[src/rtl/mem_port_arbiter.sv]
// Arbitrates one single-port synchronous RAM between the instruction-fetch and data ports.
// Each access runs IDLE -> ACCESS -> WAIT x RD_LAT (reads only) -> RESP, and the response ends with a one-cycle ack.
module mem_port_arbiter #(
    parameter int unsigned ADDR_W = 15,
    parameter int unsigned DATA_W = 32,
    parameter int unsigned RD_LAT = 2
) (
    input  logic              clk,
    input  logic              reset_n,
    input  logic              if_req,
    input  logic [ADDR_W-1:0] if_addr,
    output logic              if_ack,
    output logic [DATA_W-1:0] if_rdata,
    input  logic              d_req,
    input  logic              d_we,
    input  logic [ADDR_W-1:0] d_addr,
    input  logic [DATA_W-1:0] d_wdata,
    output logic              d_ack,
    output logic [DATA_W-1:0] d_rdata,
    output logic              ram_en,
    output logic              ram_we,
    output logic [ADDR_W-1:0] ram_addr,
    output logic [DATA_W-1:0] ram_wdata,
    input  logic [DATA_W-1:0] ram_rdata,
    output logic              busy
);

    localparam int unsigned CNT_W = 2;

    typedef enum logic [1:0] {
        S_IDLE,
        S_ACCESS,
        S_WAIT,
        S_RESP
    } state_e;

    state_e            state_q, state_d;
    logic [CNT_W-1:0]  cnt_q, cnt_d;
    logic              gnt_data_q, gnt_data_d;
    logic              we_q, we_d;
    logic              last_data_q, last_data_d;
    logic              ram_en_q, ram_en_d;
    logic              ram_we_q, ram_we_d;
    logic [ADDR_W-1:0] ram_addr_q, ram_addr_d;
    logic [DATA_W-1:0] ram_wdata_q, ram_wdata_d;
    logic              if_ack_q, if_ack_d;
    logic              d_ack_q, d_ack_d;
    logic [DATA_W-1:0] if_rdata_q, if_rdata_d;
    logic [DATA_W-1:0] d_rdata_q, d_rdata_d;
    logic              busy_q, busy_d;
    logic              pick_data;

    // Data wins if it is the only requester, or on a tie when fetch was granted last.
    assign pick_data = d_req && (!if_req || !last_data_q);

    always_comb begin
        state_d     = state_q;
        cnt_d       = cnt_q;
        gnt_data_d  = gnt_data_q;
        we_d        = we_q;
        last_data_d = last_data_q;
        ram_en_d    = 1'b0;
        ram_we_d    = 1'b0;
        ram_addr_d  = ram_addr_q;
        ram_wdata_d = ram_wdata_q;
        if_ack_d    = 1'b0;
        d_ack_d     = 1'b0;
        if_rdata_d  = if_rdata_q;
        d_rdata_d   = d_rdata_q;

        case (state_q)
            S_IDLE: begin
                if (if_req || d_req) begin
                    gnt_data_d  = pick_data;
                    last_data_d = pick_data;
                    we_d        = pick_data && d_we;
                    ram_addr_d  = pick_data ? d_addr : if_addr;
                    if (pick_data) begin
                        ram_wdata_d = d_wdata;
                    end
                    ram_en_d    = 1'b1;
                    ram_we_d    = pick_data && d_we;
                    state_d     = S_ACCESS;
                end
            end
            S_ACCESS: begin
                if (we_q) begin
                    d_ack_d = 1'b1;
                    state_d = S_RESP;
                end else begin
                    cnt_d   = CNT_W'(RD_LAT - 1);
                    state_d = S_WAIT;
                end
            end
            S_WAIT: begin
                // Last wait cycle is the one in which ram_rdata is valid.
                if (cnt_q == '0) begin
                    state_d = S_RESP;
                    if (gnt_data_q) begin
                        d_ack_d   = 1'b1;
                        d_rdata_d = ram_rdata;
                    end else begin
                        if_ack_d   = 1'b1;
                        if_rdata_d = ram_rdata;
                    end
                end else begin
                    cnt_d = CNT_W'(cnt_q - 1'b1);
                end
            end
            S_RESP: begin
                state_d = S_IDLE;
            end
            default: begin
                state_d = S_IDLE;
            end
        endcase

        busy_d = (state_d != S_IDLE);
    end

    always_ff @(posedge clk or negedge reset_n) begin
        if (!reset_n) begin
            state_q     <= S_IDLE;
            cnt_q       <= '0;
            gnt_data_q  <= 1'b0;
            we_q        <= 1'b0;
            last_data_q <= 1'b0;
            ram_en_q    <= 1'b0;
            ram_we_q    <= 1'b0;
            ram_addr_q  <= '0;
            ram_wdata_q <= '0;
            if_ack_q    <= 1'b0;
            d_ack_q     <= 1'b0;
            if_rdata_q  <= '0;
            d_rdata_q   <= '0;
            busy_q      <= 1'b0;
        end else begin
            state_q     <= state_d;
            cnt_q       <= cnt_d;
            gnt_data_q  <= gnt_data_d;
            we_q        <= we_d;
            last_data_q <= last_data_d;
            ram_en_q    <= ram_en_d;
            ram_we_q    <= ram_we_d;
            ram_addr_q  <= ram_addr_d;
            ram_wdata_q <= ram_wdata_d;
            if_ack_q    <= if_ack_d;
            d_ack_q     <= d_ack_d;
            if_rdata_q  <= if_rdata_d;
            d_rdata_q   <= d_rdata_d;
            busy_q      <= busy_d;
        end
    end

    assign ram_en    = ram_en_q;
    assign ram_we    = ram_we_q;
    assign ram_addr  = ram_addr_q;
    assign ram_wdata = ram_wdata_q;
    assign if_ack    = if_ack_q;
    assign d_ack     = d_ack_q;
    assign if_rdata  = if_rdata_q;
    assign d_rdata   = d_rdata_q;
    assign busy      = busy_q;

endmodule

[config.mk]
export PLATFORM = sky130hd
export DESIGN_NAME = mem_port_arbiter
export DESIGN_NICKNAME = d
export VERILOG_FILES = /design/src/rtl/mem_port_arbiter.sv
export SDC_FILE = /design/constraint.sdc
export NUM_CORES = 1
export LEC_CHECK = 0
export CAP_MARGIN = 25
export CORE_ASPECT_RATIO = 1.25
export CORE_UTILIZATION = 42
export CTS_CLUSTER_SIZE = 12
export DETAILED_ROUTE_END_ITERATION = 12
export HOLD_SLACK_MARGIN = 0.03
export PLACE_DENSITY = 0.9
export SLEW_MARGIN = 0
export SYNTH_ARGS = -nofsm -noshare
export SYNTH_HDL_FRONTEND = slang
export SYNTH_SLANG_ARGS = --single-unit
[constraint.sdc]
create_clock -name clk -period 2.3 [get_ports clk]
set_clock_uncertainty 0.2 [all_clocks]
set_input_delay 0.345 -clock clk [delete_from_list [all_inputs] [get_ports clk]]
set_output_delay 0.345 -clock clk [all_outputs]
set_load 0.01 [all_outputs]
* Word level (Yosys, flattened, before mapping) *
Index checks and enable logic that the tools add are counted.

storage, ports and cells
  flip-flop bits (word level) = 122
  input bits = 99
  word-level logic and storage cells = 54

operators by class
  add/sub/neg operators = 1
  equal/unequal tests = 5
  mux-type cells = 19
  bitwise operators = 1
  reductions and logical operators = 15

operator list
  operator                                          count
  two-way mux 15 bit                                1
  AND reduction 3 bit                               4
  two-way mux 1 bit                                 11
  two-way mux 2 bit                                 4
  one-hot mux 2 bit (4 select lines)                1
  == test 2 bit, second input constant              2
  logical NOT 2 bit                                 2
  != test 2 bit, second input constant              2
  one-hot mux 2 bit (2 select lines)                1
  nonzero test 2 bit                                2
  == test 2 x 1 -> 1 bit, second input constant     1
  logical AND 1 bit                                 2
  logical NOT 1 bit                                 2
  logical OR 1 bit                                  2
  one-hot mux 1 bit (2 select lines)                1
  AND reduction 2 bit                               1
  subtractor 2 x 1 -> 2 bit, second input constant  1
  NOT 1 bit                                         1

* Logic depth before layout (Yosys ltp) *
Gate-level depths: netlist of run 1.

  depth after elaboration = 6
  mapped depth = 7
  mapped depth without buffers = 6

* Least setup slack after synthesis of run 1 *
OpenSTA, ideal clock, no wires.

  kind = register to register
  start point = register state_q[0]
  end point = register if_rdata_q[10] (netlist: if_rdata[10])
  data arrival time = 1.485 ns
  required time = 1.975 ns
  slack = 0.490 ns
  stages on the path, launching flop included = 7
  path buffers = 2
  period minus slack after synthesis = 1.810 ns
  cells stage by stage = dfrtp_1 -> inv_1 -> ha_1 -> buf_2 -> nand3b_1 -> buf_2 -> mux2_2

on the way
  word-level cells in the longest chain between the ends = 2

RTL lines
  element                               RTL line  source
  start: declaration                    37        state_e state_q, state_d;
  start signal: assignment              138       state_q <= state_d;
  == test 2 bit                         71        case (state_q)
  AND reduction 3 bit (no source line)  --
  end signal: assignment                149       if_rdata_q <= if_rdata_d;
  end: declaration                      48        logic [DATA_W-1:0] if_rdata_q, if_rdata_d;

Every way passes these cells.
A chain may end at the register's enable or synchronous reset.

* Worst setup path in the final report of run 1 *
  start point = register ram_wdata_q[0] (netlist: ram_wdata[0])
  end point = output ram_wdata[0]

RTL lines
  element                   RTL line  source
  start: declaration        45        logic [DATA_W-1:0] ram_wdata_q, ram_wdata_d;
  start signal: assignment  146       ram_wdata_q <= ram_wdata_d;
  end: declaration          23        output logic [DATA_W-1:0] ram_wdata,

No word-level cell between the ends.

==> flow_metrics.tcl, run 1 <==
set metrics [dict create \
    syn_area_um2 4870 \
    core_area_um2 11200 \
    num-nets-final 663 \
    io_buffers 214 \
    maxSlewViolCount 0 \
    max-clock-path-buffers 2 \
    wl_per_cell_um 17.3 \
    async_flop_share_pct 100 \
    period_minus_slack_ns 1.91 \
    rsz0062_at_grt "false" \
    rr_worst_depth 5 \
    period_share_pct 83.0 \
    grt_pass1_vias 4001 \
    drc 12 \
    dieArea_um2 12000 \
    status "finished, violations left" \
    antenna_found_initial 0 \
    timing.critical_path.buf_inv 1 \
    ys_seq_area_share_pct 62.7 \
    power.density_nw_per_um2 1480 \
    place_area_um2 7210 \
    max_cap_violations 0 \
    routed_via_density 5.04 \
    post-dp-hpwl_um 8920 \
    synth_nets 434 \
    cpPeakStageDelay_ns 0.60 \
    drt_iter0_markers 113 \
    seqCellArea_um2 3050 \
    worstSetupEndpointType "output pin" \
    rows 43 \
    cp_top_family "buffers and inverters" \
    hold_violations 0 \
    holdCritPathClass "in2async" \
    fp.dieW_um 98.3 \
    synth_seq_cells 122 \
    worstSetupPathType "reg2out" \
    io-pin-count 215 \
    clkTransAtPathRegs_ns 0.06 \
    track_usage_pct 21.3 \
    cts_tree "done" \
    first_pass_iters 10 \
    ir_drop_mv 0.807 \
    num_antenna_cells 0 \
    htreeDepth 4 \
    fillers 775 \
    regToRegSetupSlack_ns 0.43 \
    gp_congestion 0.788 \
    setup_viol 0 \
    final_area_um2 7820 \
    area_delta_synth_final_pct 60.7 \
    worst_setup_path_start_kind "register" \
    wirelength_um 12200 \
    crit_path_top_delay_cell "clkdlybuf4s50_1" \
    crit_fanout 2 \
    synth_ff_type "dfrtp_1" \
    crit_required_ns 1.75 \
    leakagePower_nw 3.46 \
    max_slew.worst_pin.slew_ns 0.493 \
    synthCells 330 \
    drive_gt1_share_pct 24.6 \
    holdBufCountCts 1 \
    overflow 0 \
    cts_buffers 17 \
    die_h_um 122 \
    start_util_pct 43.5 \
    r2r_end "if_rdata[18]" \
    cts-root-buf "clkbuf_16" \
    grt_max_degree 66 \
    ant_nets 0 \
    synth_edf_count 0 \
    place_ws_ns 0.176 \
    cp_cell_sequence "clkdlybuf4s50_1" \
    fmax_ghz 0.524 \
    vias 3554 \
    setup_tns_ns 0 \
    r2r-start "state_q[0]" \
    violations "design-rule violations" \
    clk_latency_ns 0.39 \
    post_synth_num_cell_types 28 \
    cts_setup_buffers 0 \
    synth_area_per_cell_um2 14.8 \
    maxSlewHeadroom_pct 67.1 \
    setup_ws_ns 0.390 \
    grt_pass1_wl_um 19700 \
    ys_warn_count 0 \
    ctsResizeCount 0 \
    cp.arrival_ns 1.36 \
    multiInputGateArea_um2 1710 \
    totalPowerFinal_mw 11.6 \
    cts.sinks 122 \
]
[state kept, by name, summed over array words and instances, names as in the netlist]
register and flops:
d_rdata 32, if_rdata 32, ram_wdata 32, ram_addr 15
cnt_q 2, state_q 2, busy 1, d_ack 1
if_ack 1, last_data_q 1, ram_en 1, ram_we 1
we_q 1
[cell usage after synthesis, drive strengths merged, types with 2 or more instances]
| master | instances | area (um^2) |
|---|---|---|
| nand3 | 2 | 10.0 |
| buf | 12 | 78.8 |
| mux2 | 97 | 1200 |
| dfrtp | 122 | 3050 |
| nand2 | 19 | 78.8 |
| o21ai | 3 | 18.8 |
| nor2 | 17 | 63.8 |
| a21boi | 2 | 26.3 |
| ha | 5 | 62.6 |
| a21oi | 32 | 160 |
| clkbuf | 2 | 7.51 |
| inv | 6 | 22.5 |
[layout make-up]
| type | count | area share [%] |
|---|---|---|
| Timing Repair Buffer | 224 | 29.0 |
| Tap cell | 135 | 2.16 |
| Inverter | 6 | 0.288 |
| Clock buffer | 21 | 5.76 |
| Sequential cell | 122 | 39.0 |
| Multi-Input combinational cell | 188 | 21.9 |
| Clock inverter | 9 | 1.89 |
[cell usage in the layout, fill, tap and decap left out, types with 6 or more instances in the layout]
master	synthesis	routed
a21oi_1	32	32
buf_4	0	6
clkbuf_16	0	17
clkdlybuf4s50_1	0	213
dfrtp_1	122	122
inv_1	6	6
mux2_2	68	68
mux2_4	29	29
nand2_1	18	18
nor2_1	17	17
[per-layer routing]
layer | GRT usage, % | vias up | wire, um
met5 | 0 | - | 0
li1 | - | 1611 | -
met1 | 22.4 | 1773 | 4470
met3 | 6.78 | 19 | 760
met4 | 8.86 | 0 | 265
met2 | 39.2 | 151 | 6710
[cells by family (layout without fill, tap and decap cells)]
family / after synthesis / count (layout) / synth area share, %
AO/OA/AOI/OAI: 43 / 43 / 5.24
adder cells (fa/ha/maj): 5 / 5 / 1.29
buffers and inverters: 20 / 260 / 2.24
flip-flops: 122 / 122 / 62.7
multiplexers: 98 / 98 / 24.9
AND/OR/NAND/NOR: 42 / 42 / 3.65
[worst max-delay path by stage]
stage,startpoint,endpoint,depth (start not counted)
2_1_floorplan,state_q[0],if_rdata[10],6
3_3_place_gp,d_req,ram_wdata[26],5
3_5_place_dp,d_req,ram_wdata[24],5
4_1_cts,ram_wdata[0],ram_wdata[0],1
5_1_grt,state_q[0],ram_addr[9],6
6_report,ram_wdata[0],ram_wdata[0],1
[report_power, final]
part,leakage (nW),internal (mW),switching (mW)
sequential,1.43,3.25,0.633
clock,0.293,1.82,0.893
combinational,1.74,3.11,1.89
[stage by stage]
stage | hold WS, ns | instances | utilization [%]
after floorplan | -0.151 | 330 | -
after global placement | 0.0679 | 674 | 64.5
after detailed placement | 0.0759 | 674 | 64.5
after CTS | 0.201 | 705 | 69.9
after global routing | 0.232 | 705 | 69.9
final | 0.204 | 705 | 69.9
No activity file was read; power rests on OpenSTA's default activity.
==> run 2: changes to the inputs <==
clock period = 2 ns   (was 2.3 ns; I/O delays follow)
==> run 2 against run 1 <==
Net effect:
- the run still ends with design-rule violations left
- non-clock buffer count rose by 4
- worst setup slack worse by 0.22 ns
- sequential power grew 14%
- critical path depth stayed put
- clock-buffer cell count grew 1
- design area increased by 0.43%
- critical path type unchanged
- largest cell class unchanged
- highest routed layer unchanged
==> flow_metrics.tcl, run 2 (same netlist as run 1, synthesis figures left out) <==
set metrics [dict create \
    busiest_layer "met2" \
    holdBufCountCts 1 \
    routed_via_density 5.01 \
    max_slew.worst_pin.slew_ns 0.535 \
    use_met2_pct 36.7 \
    cts-root-buf "clkbuf_16" \
    fin_cells 709 \
    vias 3550 \
    cts_buffers 17 \
    cts_tree "done" \
    setup_ws_ns 0.166 \
    antenna_found_initial 0 \
    cts_setup_buffers 0 \
    area_delta_synth_final_pct 61.3 \
    maxSlewHeadroom_pct 64.3 \
    fp.dieW_um 98.3 \
    worstSetupEndpointType "output pin" \
    met3_usage_pct 6.26 \
    max-clock-path-buffers 2 \
    core_area_um2 11200 \
    cts.sinks 122 \
    drive_gt1_share_pct 25.4 \
    io_buffers 214 \
    violations "design-rule violations" \
    worstSetupPathType "reg2out" \
    grt_use_met1_pct 22.4 \
    seqCellArea_um2 3050 \
    first_pass_iters 8 \
    place_ws_ns 0.0410 \
    die_h_um 122 \
    cpPeakStageDelay_ns 0.56 \
    multiInputGateArea_um2 1710 \
    final_util_pct 70.2 \
    leakagePower_nw 3.48 \
    post-dp-hpwl_um 8460 \
    final_common_cell "clkdlybuf4s50_1" \
    hold_violations 0 \
    crit_path_top_delay_cell "clkdlybuf4s50_1" \
    period_share_pct 91.7 \
    cp.arrival_ns 1.33 \
    htreeDepth 4 \
    place_area_um2 7240 \
    setup_viol 0 \
    cp_top_family "buffers and inverters" \
    period_minus_slack_ns 1.83 \
    setup_tns_ns 0 \
    wirelength_um 11900 \
    status "finished, violations left" \
    start_util_pct 43.5 \
    drc 13 \
    crit_required_ns 1.50 \
    drt_iter0_markers 75 \
    ant_nets 0 \
    num_antenna_cells 0 \
    cp_cell_sequence "clkdlybuf4s50_1" \
    clkTransAtPathRegs_ns 0.06 \
    worst_setup_path_start_kind "register" \
    final_cell_mix "213 x clkdlybuf4s50_1, 122 x dfrtp_1, 68 x mux2_2" \
    overflow 0 \
    holdWs_ns 0.242 \
    io-pin-count 215 \
    timing.critical_path.buf_inv 1 \
    rsz0062_at_grt "false" \
    grt_max_degree 79 \
    power.density_nw_per_um2 1700 \
    fillers 737 \
    dieArea_um2 12000 \
    final_area_um2 7860 \
    dp_cells 678 \
    holdCritPathClass "in2reg" \
    crit_fanout 2 \
    clk_latency_ns 0.40 \
    regToRegSetupSlack_ns 0.22 \
    track_usage_pct 20.5 \
    num-nets-final 667 \
    grt_pass1_wl_um 19000 \
    fmax_ghz 0.545 \
    ctsResizeCount 0 \
    ir_drop_mv 0.967 \
    maxSlewViolCount 0 \
    gp_congestion 0.794 \
    wl_per_cell_um 16.8 \
    max_cap_violations 0 \
    totalPowerFinal_mw 13.3 \
    rows 43 \
    grt_pass1_vias 3918 \
]
## run 2: changes by cell type in the layout (fill, tap and decap cells not counted), sizes merged
cell,delta
clkbuf,+1
buf,+4
bufinv,-1
## run 2: cell type report
cell class	instances	share of cell area (%)
Sequential cell	122	38.9
Timing Repair Buffer	228	29.2
Multi-Input combinational cell	188	21.8
Clock buffer	22	6.16
Tap cell	135	2.15
Clock inverter	8	1.50
Inverter	6	0.287
## run 2: where the power goes
group          total (mW)  leakage, nW  internal (mW)  switching, mW
clock network        3.11        0.298           2.07           1.04
registers            4.44         1.43           3.73          0.712
logic                5.77         1.76           3.61           2.16
total                13.3         3.48           9.41           3.91
## run 2: path summary, 6_finish.rpt
check	cells past startpoint	start	end
setup reg to reg	6	state_q[0]	ram_addr[12]
setup / recovery	1	ram_wdata[17]	ram_wdata[17]
hold / removal	3	if_addr[3]	ram_addr[3]
max in group asynchronous	3	reset_n	ram_wdata[20]
hold reg to reg	1	if_rdata[19]	if_rdata[19]
min in group asynchronous	3	reset_n	if_rdata[12]
## run 2: layer usage
metal  part of all wire [%]  vias up
met3                    6.7       22
met4                    2.2        0
met1                     37     1763
met5                      0        -
met2                     54      150
li1                       -     1615
## run 2: worst reg2reg max path, cell delays in order, from the launching register on
cell     delay (ns)
dfrtp_1        0.39
inv_1          0.10
ha_1           0.30
o21ai_2        0.10
inv_1          0.39
nor2_1         0.10
a21oi_1        0.13
==> run 3: changes to the inputs <==
CORE_UTILIZATION = 48   (was 42)
DONT_BUFFER_PORTS = 1   (was default)
PLACE_DENSITY = 0.73   (was 0.9)
==> run 3 against run 2 <==
Net effect:
- the run ends with negative hold slack left
- power fell by 17%
- via count is 11% lower
- clock-buffer cell count increased by 2
- sequential share of layout area grew 7.2 points
- critical endpoint is now d_rdata[20]
==> flow_metrics.tcl, run 3 (same netlist as run 1, synthesis figures left out) <==
set metrics [dict create \
    crit_required_ns 2.07 \
    htreeDepth 4 \
    final_area_um2 6620 \
    setup_tns_ns 0 \
    multiInputGateArea_um2 1710 \
    max_cap_violations 0 \
    worstSetupEndpointType "register" \
    start_util_pct 50.1 \
    dieArea_um2 10600 \
    drt_iter0_markers 94 \
    holdBufCountCts 98 \
    drc 0 \
    grt_pass1_wl_um 17500 \
    cp.arrival_ns 1.87 \
    io_buffers 0 \
    leakagePower_nw 3.01 \
    overflow 0 \
    holdCritPathClass "in2async" \
    ant_nets 0 \
    cp_top_family "multiplexers" \
    status "finished, violations left" \
    final_common_cell "dfrtp_1" \
    worst_setup_path_start_kind "register" \
    clkTransAtPathRegs_ns 0.05 \
    place_area_um2 5020 \
    cts_buffers 17 \
    routed_via_density 5.45 \
    maxSlewHeadroom_pct 79.6 \
    cts-root-buf "clkbuf_16" \
    crit_fanout 33 \
    clk_latency_ns 0.40 \
    wl_per_cell_um 19.4 \
    worstSetupPathType "reg2reg" \
    drive_gt1_share_pct 30.6 \
    num-nets-final 543 \
    final_util_pct 68.2 \
    core_area_um2 9710 \
    r2r-start "cnt_q[0]" \
    gp_congestion 0.720 \
    violations "negative hold slack" \
    fp.dieW_um 92.1 \
    period_share_pct 89.6 \
    hold_violations 122 \
    cts_setup_buffers 0 \
    dp_cells 448 \
    area_delta_synth_final_pct 36.1 \
    first_pass_iters 4 \
    holdWs_ns -0.605 \
    cts.sinks 122 \
    rsz0062_at_grt "false" \
    post-dp-hpwl_um 6450 \
    die_h_um 115 \
    max_slew.worst_pin.slew_ns 0.306 \
    final_cell_mix "122 x dfrtp_1, 98 x dlygate4sd3_1, 68 x mux2_2" \
    maxSlewViolCount 0 \
    max-clock-path-buffers 2 \
    grt_max_degree 123 \
    rows 40 \
    critical_path.startpoint "cnt_q[0]" \
    ir_drop_mv 0.835 \
    regToRegSetupSlack_ns 0.21 \
    period_minus_slack_ns 1.79 \
    timing.critical_path.buf_inv 2 \
    power.density_nw_per_um2 1660 \
    cpPeakStageDelay_ns 0.37 \
    track_usage_pct 22.0 \
    crit_path_top_delay_cell "mux2_2" \
    fmax_ghz 0.558 \
    antenna_found_initial 0 \
    seqCellArea_um2 3050 \
    cp_cell_sequence "inv_1 > ha_1 > nand3_1 > buf_12 > mux2_2" \
    fillers 644 \
    fin_cells 578 \
    wirelength_um 11200 \
    grt_pass1_vias 3395 \
    io-pin-count 215 \
    setup_viol 0 \
    cts_tree "done" \
    vias 3150 \
]
## run 3: cell type report
type	instances	share of cell area (%)
Multi-Input combinational cell	188	25.8
Inverter	6	0.397
Clock inverter	7	1.70
Tap cell	126	2.38
Clock buffer	24	7.57
Sequential cell	122	46.1
Antenna cell	1	0.0378
Timing Repair Buffer	104	16.1
## run 3: metrics by stage
step | worst slack (ns) | power (mW) | hold slack (ns)
floorplan | 0.190 | 7.01 | -0.196
global placement | 0.264 | 7.49 | -0.193
detailed placement | 0.191 | 7.69 | -0.193
CTS | 0.167 | 11.0 | -0.626
global route | 0.0907 | 11.6 | -0.632
finish | 0.208 | 11.0 | -0.605
## run 3: report_power, final
| part | switching (mW) | internal, mW |
|---|---|---|
| clock | 1.02 | 2.11 |
| combinational | 1.01 | 1.62 |
| sequential | 1.50 | 3.74 |
## run 3: per-layer routing
layer,global-route usage (%),vias to the layer above,share of wire [%]
met3,8.37,16,7.8
met5,0,-,0
met2,37.8,176,52
met1,24.3,1592,39
met4,9.38,0,1.6
li1,-,1366,-
## run 3: what timing repair did
| item | in CTS | in global routing |
|---|---|---|
| setup endpoints to repair | 0 | 2 |
| endpoints found under the hold margin | 237 | 122 |
| resized for setup | 0 | 1 |
## run 3: final timing paths
| kind | endpoint | depth (start not counted) |
|---|---|---|
| worst min-delay path | if_rdata[14] | 0 |
| worst max register to register | d_rdata[20] | 5 |
| worst max-delay path | d_rdata[20] | 5 |
| worst min register to register | if_rdata[4] | 1 |
| max in group asynchronous | if_rdata[22] | 0 |
| min in group clk | ram_en | 2 |
